--- src/rtl/wtile_load_sched.sv ---
// Job sequencer for the W-tile column loader: walks a contiguous k range one column at a
// time, hands each column to the MAC consumer, and slots CPU weight writes between columns.
module wtile_load_sched #(
    parameter int KMAX          = 1024,
    parameter int K_W           = (KMAX <= 1) ? 1 : $clog2(KMAX),
    parameter int CPU_BURST_MAX = 8,
    parameter int TIMEOUT       = 256
) (
    input  logic           clk,
    input  logic           rst,
    input  logic           job_start,
    input  logic [K_W-1:0] job_k_base,
    input  logic [K_W:0]   job_k_len,
    input  logic           job_abort,
    output logic           job_ready,
    output logic           job_done,
    output logic           job_err,
    output logic [K_W:0]   cols_done,
    output logic           start_k,
    output logic [K_W-1:0] k_idx,
    input  logic           col_valid,
    output logic           col_accept,
    output logic           cons_valid,
    input  logic           cons_ready,
    input  logic           cpu_req,
    output logic           cpu_gnt
);

    localparam int BW  = $clog2(CPU_BURST_MAX + 1);
    localparam int WDW = $clog2(TIMEOUT + 1);
    localparam logic [K_W+1:0] KMAX_W     = (K_W+2)'(KMAX);
    localparam logic [BW-1:0]  BURST_LAST = BW'(CPU_BURST_MAX);
    localparam logic [WDW-1:0] TO_LAST    = WDW'(TIMEOUT);

    typedef enum logic [1:0] {S_IDLE, S_ISSUE, S_CPU, S_LOAD} state_t;

    state_t         state_reg;
    logic [K_W-1:0] cur_k_reg;
    logic [K_W:0]   remaining_reg;
    logic           skip_cpu_reg;
    logic           abort_pend_reg;
    logic [BW-1:0]  burst_reg;
    logic [WDW-1:0] wd_reg;
    logic           job_done_reg;
    logic           job_err_reg;
    logic           start_k_reg;
    logic [K_W:0]   cols_done_reg;
    logic [K_W-1:0] k_idx_reg;

    logic [K_W+1:0] job_end;
    logic [BW-1:0]  burst_inc;
    logic [WDW-1:0] wd_inc;
    logic           in_load;

    assign job_end   = {2'b00, job_k_base} + {1'b0, job_k_len};
    assign burst_inc = burst_reg + BW'(1);
    assign wd_inc    = wd_reg + WDW'(1);
    assign in_load   = (state_reg == S_LOAD);

    // Handshake outputs are combinational so a column is taken in the cycle it is offered;
    // once an abort is pending the column is drained without being shown to the consumer.
    assign cons_valid = in_load & col_valid & ~abort_pend_reg;
    assign col_accept = in_load & col_valid & (cons_ready | abort_pend_reg);
    assign cpu_gnt    = cpu_req & ~rst & ((state_reg == S_IDLE) | (state_reg == S_CPU));
    assign job_ready  = ~rst & (state_reg == S_IDLE);

    assign job_done  = job_done_reg;
    assign job_err   = job_err_reg;
    assign start_k   = start_k_reg;
    assign cols_done = cols_done_reg;
    assign k_idx     = k_idx_reg;

    always_ff @(posedge clk or posedge rst) begin
        if (rst) begin
            state_reg      <= S_IDLE;
            cur_k_reg      <= '0;
            remaining_reg  <= '0;
            skip_cpu_reg   <= 1'b0;
            abort_pend_reg <= 1'b0;
            burst_reg      <= '0;
            wd_reg         <= '0;
            job_done_reg   <= 1'b0;
            job_err_reg    <= 1'b0;
            start_k_reg    <= 1'b0;
            cols_done_reg  <= '0;
            k_idx_reg      <= '0;
        end else begin
            job_done_reg <= 1'b0;
            job_err_reg  <= 1'b0;
            start_k_reg  <= 1'b0;
            case (state_reg)
                S_IDLE: begin
                    if (job_start) begin
                        if (job_end > KMAX_W) begin
                            job_err_reg <= 1'b1;
                        end else if (job_k_len == '0) begin
                            job_done_reg  <= 1'b1;
                            cols_done_reg <= '0;
                        end else begin
                            cur_k_reg     <= job_k_base;
                            remaining_reg <= job_k_len;
                            cols_done_reg <= '0;
                            skip_cpu_reg  <= 1'b0;
                            state_reg     <= S_ISSUE;
                        end
                    end
                end
                S_ISSUE: begin
                    if (job_abort) begin
                        state_reg <= S_IDLE;
                    end else if (cpu_req && !skip_cpu_reg) begin
                        burst_reg <= '0;
                        state_reg <= S_CPU;
                    end else begin
                        start_k_reg    <= 1'b1;
                        k_idx_reg      <= cur_k_reg;
                        skip_cpu_reg   <= 1'b0;
                        wd_reg         <= '0;
                        abort_pend_reg <= 1'b0;
                        state_reg      <= S_LOAD;
                    end
                end
                S_CPU: begin
                    // skip_cpu forces one column before the CPU may be granted again
                    if (job_abort) begin
                        state_reg <= S_IDLE;
                    end else if (!cpu_req) begin
                        skip_cpu_reg <= 1'b1;
                        state_reg    <= S_ISSUE;
                    end else begin
                        burst_reg <= burst_inc;
                        if (burst_inc == BURST_LAST) begin
                            skip_cpu_reg <= 1'b1;
                            state_reg    <= S_ISSUE;
                        end
                    end
                end
                S_LOAD: begin
                    if (job_abort) begin
                        abort_pend_reg <= 1'b1;
                    end
                    if (col_accept) begin
                        if (abort_pend_reg || job_abort) begin
                            state_reg <= S_IDLE;
                        end else begin
                            cols_done_reg <= cols_done_reg + (K_W+1)'(1);
                            remaining_reg <= remaining_reg - (K_W+1)'(1);
                            if (remaining_reg == (K_W+1)'(1)) begin
                                job_done_reg <= 1'b1;
                                state_reg    <= S_IDLE;
                            end else begin
                                cur_k_reg <= cur_k_reg + K_W'(1);
                                state_reg <= S_ISSUE;
                            end
                        end
                    end else if (!col_valid) begin
                        wd_reg <= wd_inc;
                        if (wd_inc == TO_LAST) begin
                            job_err_reg <= 1'b1;
                            state_reg   <= S_IDLE;
                        end
                    end
                end
                default: state_reg <= S_IDLE;
            endcase
        end
    end

endmodule

--- config.mk ---
export PLATFORM = sky130hd
export DESIGN_NAME = wtile_load_sched
export DESIGN_NICKNAME = d
export VERILOG_FILES = /design/src/rtl/wtile_load_sched.sv
export SDC_FILE = /design/constraint.sdc
export NUM_CORES = 1
export LEC_CHECK = 0
export CAP_MARGIN = 20
export CELL_PAD_IN_SITES_DETAIL_PLACEMENT = 1
export CELL_PAD_IN_SITES_GLOBAL_PLACEMENT = 2
export CORE_MARGIN = 3
export CORE_UTILIZATION = 36
export CTS_CLUSTER_DIAMETER = 150
export DETAILED_ROUTE_END_ITERATION = 8
export PLACE_DENSITY = 0.87
export SLEW_MARGIN = 15
export SYNTH_ARGS = -nofsm -noshare
export SYNTH_HDL_FRONTEND = slang
export SYNTH_SLANG_ARGS = --single-unit
--- constraint.sdc ---
create_clock -name clk -period 4 [get_ports clk]
set_clock_uncertainty 0.15 [all_clocks]
set_input_delay 1 -clock clk [delete_from_list [all_inputs] [get_ports clk]]
set_output_delay 1 -clock clk [all_outputs]
set_load 0.01 [all_outputs]
Word-level counts from Yosys, hierarchy flattened
Cells that the tools add are included.
{ "word_totals": {"regBits": 62, "output_inout_bits": 28, "inputBits": 28, "elab_cells": 142} }
{ "op_classes": {"bitwise_logic": 12, "n_reduce_logical": 18, "n_mux": 69, "order_cmp": 1, "addsub": 6, "eq_ne": 24} }
{ "ops": {"columns": ["cell", "count"], "rows": [
  ["$mux 11", 9],
  ["$mux 10", 6],
  ["$pmux 11 s2", 2],
  ["$mux 9", 4],
  ["$ne 2x2->1 const B", 14],
  ["$mux 1", 26],
  ["$mux 2", 10],
  ["$pmux 10 s2", 1],
  ["$pmux 9 s2", 1],
  ["$mux 4", 4],
  ["$reduce_and 5->1", 3],
  ["$add 10x11->12", 1],
  ["$gt 12x11->1 const B", 1],
  ["$reduce_and 6->1", 2],
  ["$add 11x1->11 const B", 1],
  ["$eq 11x1->1 const B", 1],
  ["$logic_not 11->1", 1],
  ["$sub 11x1->11 const B", 1],
  ["$add 10x1->10 const B", 1],
  ["$add 9x1->9 const B", 1],
  ["$eq 9x9->1 const B", 1],
  ["$pmux 2 s4", 1],
  ["$pmux 4 s2", 1],
  ["$reduce_and 8->1", 1],
  ["21 further kinds", 36]
]} }

Depth between registers and ports, before layout
Gate-level depths: netlist (run 1).
{ "logic_depth": {"word_depth": 6, "depth_mapped": 13, "mapped_depth_nobuf": 12} }

Worst setup path before layout (run 1)
OpenSTA, ideal clock, no wires.
{ "synth_timing": {"kind": "input -> register", "from": "input job_k_base[0]", "to": "register skip_cpu_reg", "slack_ns": 0.442, "t_arrival_ns": 3.281, "stages": 12, "required_time_ns": 3.722, "n_path_buf": 0, "setup_time_ns": 0.128, "cell_sequence": "ha_1 > inv_1 > fa_1 > xnor2_1 > nor4b_1 > o311ai_1 > a211oi_2 > nor4b_4 > and2_4 > o21bai_1 > a21oi_1 > mux2_1"} }
{ "synth_between": {"elab_chain_len": 4} }
{ "synth_lines": {"columns": ["item", "line_no", "source"], "rows": [
  ["start: declaration", "12", "input logic [K_W-1:0] job_k_base,"],
  ["$add 10x11->12", "55", "assign job_end = {2'b00, job_k_base} + {1'b0, job_k_len};"],
  ["$gt 12x11->1", "94", "if (job_end > KMAX_W) begin"],
  ["$ne 2x2->1 (no source line)", null, null],
  ["$reduce_and 8->1 (no source line)", null, null],
  ["end signal: assignment", "78", "skip_cpu_reg <= 1'b0;"],
  ["end signal: assignment", "103", "skip_cpu_reg <= 1'b0;"],
  ["end signal: assignment", "117", "skip_cpu_reg <= 1'b0;"],
  ["end: declaration", "40", "logic skip_cpu_reg;"]
]} }
Every way passes these cells.
A chain may end at the register's enable or synchronous reset.

Worst setup path after layout (run 1)
{ "layout_timing": {"from": "input job_k_base[2]", "to": "register cols_done_reg[4], in the netlist cols_done[4]"} }
{ "layout_between": {"elab_chain_len": 4} }
{ "layout_lines": {"columns": ["item", "line_no", "source"], "rows": [
  ["$add 10x11->12", "55", null],
  ["$gt 12x11->1", "94", null],
  ["$ne 2x2->1 (no source line)", null, null],
  ["$reduce_and 5->1 (no source line)", null, null],
  ["end signal: assignment", "146", "cols_done_reg <= cols_done_reg + (K_W+1)'(1);"],
  ["end: declaration", "47", "logic [K_W:0] cols_done_reg;"]
]} }
Every way passes these cells.

==> reports/qor.txt, run 1 <==
status = complete, no violations
port bufs = 55
first-pass GRT wire length = 22300 µm
number of nets produced by synthesis = 560
worst hold path class = reg2reg
Max-Cap Viols = 0
crit path capture type = flip-flop
top achievable clock speed = 256 MHz
commonest cells after routing, fill and taps aside = nand2_1, nand3_1, dfrtp_1
Final Cycle Share = 97.6%
PD cells = 642 nW/µm²
Req. time, crit path = 4060 ps
asr flop ratio synth = 100%
max incr delay on CP = 480 ps
CTS buffer count = 9
Worst EP arrival = 3970 ps
Main synth FF type = dfrtp_1
CP cell instances = clkdlybuf4s50_1, ha_1, nor2b_2, buf_4, o21a_1, o21a_1, o211ai_1, nor4b_4, buf_4, and2_4, o31a_4, and2_4, a22o_1
clock sink count = 62
I/O pin count = 56
Post-synth EDFFs = 0
clk_lat worst skew = 330 ps
Post-CTS Hold Buffers = 0
library cells used by synthesis = 56
Die H = 114 µm
P&R area growth vs syn = 32.5%
drt pass-1 iters = 4
commonest non-fill, non-tap cell in the layout = nand2_1
Pins Over Slew Limit = 0
Reg clk slew, reported paths = 60 ps
die width = 114 µm
antenna violations before repair = 0
clk buf depth = 2
cell count after synthesis = 510
wire per inst = 17.4 µm
post-route worst setup slack = 95.9 ps
Ant. Diodes = 0
share of the synthesized area in the top cell type = 36.8%
DP Worst Slack = -383 ps
DRC errors left = 0
# rows = 38
global-route total usage across every layer = 21.1%
Final ANT Viol Nets = 0
top cell type by total area after synthesis = dfrtp_1
Post-Syn Area = 4220 µm²
worst vdd ir = 0.283 mV
final hold vios = 0
Fill cells = 1375
pin count of the biggest net entering global routing = 63
vias in the first global route = 4426
H-tree Lvls = 3
Top delay family on crit path = compound AO/OA/AOI/OAI gates
startpoint types = primary input
final setup fails = 0
GRT overflow = 0
die area = 13000 µm²
DR iter-0 viols = 177
crit path time final = 3900 ps
Worst path slowest cell = clkdlybuf4s50_1
clock root buffer = clkbuf_16
syn avg cell area = 8.27 µm²
Net count, final = 656
Leakage = 2.45 nW
synth top area cells = dfrtp_1, nand3_1, nand2_1
Fin Setup TNS = 0 ps
WL final = 13000 µm
Buffers & Inverters on Critical Path = 3
Via Count = 4179
core box area = 11100 µm²
Vias/cell = 5.56
Slew @ Worst Pin = 832 ps
CP Max Fanout = 11
register area share after synthesis = 36.8%
Initial Util = 37.9%
CTS tree = yes
FF+latch count, synth = 62
Final HPWL DP = 9500 µm
worst rel slew slack = 44.6%
Setup CP Type = in2reg
share of layout cells above drive strength 1 = 14.9%
Final GP Congestion = 0.890
yosys warns = 0
worst register-to-register path, stage by stage, from the launching register on:
cell	delay, ps
dfrtp_1	440
nor4_1	490
nor3b_2	330
nand4b_1	230
a21oi_1	240
nor2_1	90
nand3_1	90
o211ai_1	150
buf_4	180
buf_6	130
buf_4	130
nand4b_1	80
nand3_1	80
through the flow:
stage	area (µm²)	cells	total power [mW]	util (%)	hold WS (ps)
2_1_floorplan	4220	510	2.14	-	322
3_3_place_gp	5180	728	2.66	46.5	309
3_5_place_dp	5180	728	2.75	46.5	322
4_1_cts	5530	750	3.63	49.7	335
5_1_grt	5590	751	3.86	50.2	366
6_report	5590	751	3.58	50.2	327
layout make-up:
class                   instances  area [µm²]  area share [%]
clock inverters                 4        22.5           0.403
flip-flops and latches         62        1550            27.8
multi-input cells             409        2560            45.9
inverters                      22        82.6            1.48
repair buffers                102         945            16.9
well taps                     140         175            3.14
clock buffers                  12         246            4.41
layer usage:
layer | part of all wire [%] | GRT usage [%] | vias up | routed length [µm]
li1 | - | - | 2019 | -
met1 | 46 | 27.8 | 2084 | 5960
met2 | 50 | 35.9 | 61 | 6540
met3 | 2.6 | 3.07 | 15 | 343
met4 | 1.5 | 6.02 | 0 | 190
met5 | 0 | 0 | - | 0
cell families (layout without fill, tap and decap cells):
group	Yosys count	after routing	synth area share [%]
compound gates	97	97	14.8
xor+xnor	7	7	1.45
simple gates	259	259	30.4
fa+ha+maj	22	22	6.71
mux	24	24	5.73
buf+inv	39	140	4.12
flops	62	62	36.8
cell usage after synthesis, types with 4 or more instances:
cell type  count
nand2_1       78
nand3_1       68
dfrtp_1       62
nor2_1        31
nor3_1        25
o21ai_0       25
a21oi_1       24
mux2i_1       23
ha_1          21
inv_1         21
nand2b_1      10
o21ai_1        9
a22o_1         8
clkbuf_1       8
nor4_1         7
nor2b_1        6
nand4b_1       5
or2_2          5
or3_1          5
a211oi_1       4
a31oi_1        4
and2_1         4
nand4_1        4
xnor2_1        4
timing repair:
item / 4_1_cts / 5_1_grt
setup endpoints to repair: 14 / 36
pin swaps: 1 / 8
setup buffers: 5 / 1
resized for setup: 7 / 13
cloned: 1 / 0
power breakdown:
group | internal, mW | switching [mW]
registers | 0.830 | 0.208
logic | 0.852 | 0.971
clock network | 0.433 | 0.288
total | 2.12 | 1.47
path summary, 6_finish.rpt:
| kind | from | endpoint | slack (ps) | cells past startpoint |
|---|---|---|---|---|
| hold reg to reg | k_idx[7] | k_idx[7] | 330 | 2 |
| min in group asynchronous | rst | burst_reg[2] | 1180 | 3 |
| hold / removal | k_idx[7] | k_idx[7] | 330 | 2 |
| setup / recovery | job_k_base[2] | cols_done[4] | 100 | 13 |
| setup reg to reg | remaining_reg[4] | cur_k_reg[2] | 1050 | 12 |
| max in group asynchronous | rst | k_idx[4] | 1980 | 3 |
Power figures use the tool's default switching activity.
==> run 2: changes to the inputs <==
--- a/config.mk
+++ b/config.mk
@@ -12,6 +12,7 @@
 export CORE_UTILIZATION = 36
 export CTS_CLUSTER_DIAMETER = 150
 export DETAILED_ROUTE_END_ITERATION = 8
+export MAX_ROUTING_LAYER = met4
 export PLACE_DENSITY = 0.87
 export SLEW_MARGIN = 15
 export SYNTH_ARGS = -nofsm -noshare
==> run 2 against run 1 <==
  * Critical path type unchanged
  * Cell area is 1.1% lower
  * Non-clock buffer count is 9 lower
  * Global-route usage is 0.39 points higher
  * First-iteration DRC count is 5.6% lower
  * Maximum frequency is 1.4% higher
  * Sequential share of layout area is 0.32 points higher
  * Count of clock-buffer cells in the layout is 1 lower
  * Wire length is 0.85% lower
  * Highest routed layer unchanged
  * Largest power group unchanged
  * Hold slack worse by 0.78 ps
  * Total power is 0.12% higher
==> reports/qor.txt, run 2 (same netlist as run 1, synthesis figures left out) <==
crit path capture type = flip-flop
commonest cells after routing, fill and taps aside = nand2_1, nand3_1, dfrtp_1
Final ANT Viol Nets = 0
DP Worst Slack = -340 ps
die width = 114 µm
die area = 13000 µm²
Vias/cell = 5.59
global-route total usage across every layer = 21.5%
GRT overflow = 0
DRC errors left = 0
Ant. Diodes = 0
Max-Cap Viols = 0
port bufs = 55
Via Count = 4143
H-tree Lvls = 3
Req. time, crit path = 4070 ps
hold path start = k_idx[5]
CP Max Fanout = 3
final hold vios = 0
P&R area growth vs syn = 30.9%
Final HPWL DP = 9440 µm
commonest non-fill, non-tap cell in the layout = nand2_1
DR iter-0 viols = 167
Setup CP Type = in2reg
clock sink count = 62
final instance area = 5520 µm²
Post-CTS Hold Buffers = 0
Die H = 114 µm
Comb power frac = 49.4%
share of layout cells above drive strength 1 = 13.3%
Final GP Congestion = 0.900
drt pass-1 iters = 4
clk_lat worst skew = 340 ps
Clock power frac = 21.7%
fin util = 49.6%
wire per inst = 17.4 µm
Initial Util = 37.9%
clk buf depth = 2
CTS buffer count = 9
WL final = 12900 µm
Psw = 1.45 mW
vias in the first global route = 4300
Pins Over Slew Limit = 0
Critical Path Source = job_k_base[1]
core box area = 11100 µm²
Area after DPL = 5130 µm²
Switching Fraction = 40.4%
worst rel slew slack = 51.1%
Worst EP arrival = 3920 ps
Reg clk slew, reported paths = 50 ps
Slew @ Worst Pin = 726 ps
clock root buffer = clkbuf_16
final setup fails = 0
top achievable clock speed = 260 MHz
Crit Reg-Reg Startpoint = remaining_reg[4]
worst hold path class = reg2reg
first-pass GRT wire length = 21500 µm
Net count, final = 647
CTS tree = yes
Internal Pwr Total = 2.14 mW
status = complete, no violations
crit path time final = 3850 ps
worst vdd ir = 0.328 mV
I/O pin count = 56
Seq pwr share = 28.9%
Final Cycle Share = 96.3%
antenna violations before repair = 0
pin count of the biggest net entering global routing = 45
PD cells = 650 nW/µm²
startpoint types = primary input
final hold slack = 326 ps
post-route worst setup slack = 149 ps
Leakage = 2.40 nW
# rows = 38
run 2: cell count changes in the layout (fill, tap and decap cells not counted), sizes merged:
cell,change
clkbuf,-1
buf,-9
clkinv,-1
clkdlybuf4s50,+1
bufinv,+1
dlymetal6s2s,-1
run 2: power by group through the flow:
stage	clock network, mW	registers, mW	logic, mW
after floorplan	0	1.02	1.13
after global placement	0	1.03	1.62
after detailed placement	0	1.04	1.69
after CTS	0.797	1.04	1.71
after global routing	0.833	1.08	1.96
final	0.780	1.04	1.77
run 2: final timing paths:
path	to	slack (ps)	depth (start not counted)
max	skip_cpu_reg	150	13
min	k_idx[5]	330	2
max reg2reg	cur_k_reg[2]	1040	11
min reg2reg	k_idx[5]	330	2
max in group asynchronous	cols_done[4]	1970	3
min in group asynchronous	burst_reg[2]	980	2
run 2: final cells by class:
cell class	instances	area, µm²
multi-input combinational	409	2540
timing repair buffer	93	878
tap	140	175
clock inverter	4	47.5
sequential	62	1550
inverter	22	82.6
clock buffer	11	243
fill	1348	5600
run 2: routing by layer:
metal	part of all wire [%]	wire, µm	GRT usage [%]
met2	48	6140	33.8
met1	46	5920	27.1
met3	4.0	519	4.65
met5	0	0	-
met4	2.6	336	8.16
run 2: repair_timing:
item,CTS,global route
buffers inserted,0,2
resized for setup,0,14
hold endpoints to repair,0,0
setup endpoints to repair,0,34
run 2: critical path: stages:
cell	delay (ps)
clkdlybuf4s50_1	430
buf_4	150
ha_1	300
a21oi_1	230
nor2_1	110
or3_1	340
a211oi_2	240
nor4b_4	240
buf_4	150
and2_4	150
o21bai_1	80
a21oi_1	160
mux2_1	330
run 2: stage by stage:
step / cells / power (mW) / setup TNS, ps
floorplan: 510 / 2.14 / 0
detailed placement: 722 / 2.73 / -9840
finish: 741 / 3.59 / 0
global placement: 722 / 2.65 / -6880
CTS: 737 / 3.54 / 0
global route: 741 / 3.87 / -1.52
==> run 3: changes to the inputs <==
--- a/config.mk
+++ b/config.mk
@@ -12,9 +12,11 @@
 export CORE_UTILIZATION = 36
 export CTS_CLUSTER_DIAMETER = 150
 export DETAILED_ROUTE_END_ITERATION = 8
+export HOLD_SLACK_MARGIN = 0.02
 export MAX_ROUTING_LAYER = met4
 export PLACE_DENSITY = 0.87
-export SLEW_MARGIN = 15
+export SKIP_LAST_GASP = 1
+export SLEW_MARGIN = 20
 export SYNTH_ARGS = -nofsm -noshare
 export SYNTH_HDL_FRONTEND = slang
 export SYNTH_SLANG_ARGS = --single-unit
==> results of run 3 <==
The final DEF is identical to that of run 2; final timing and power are the same.
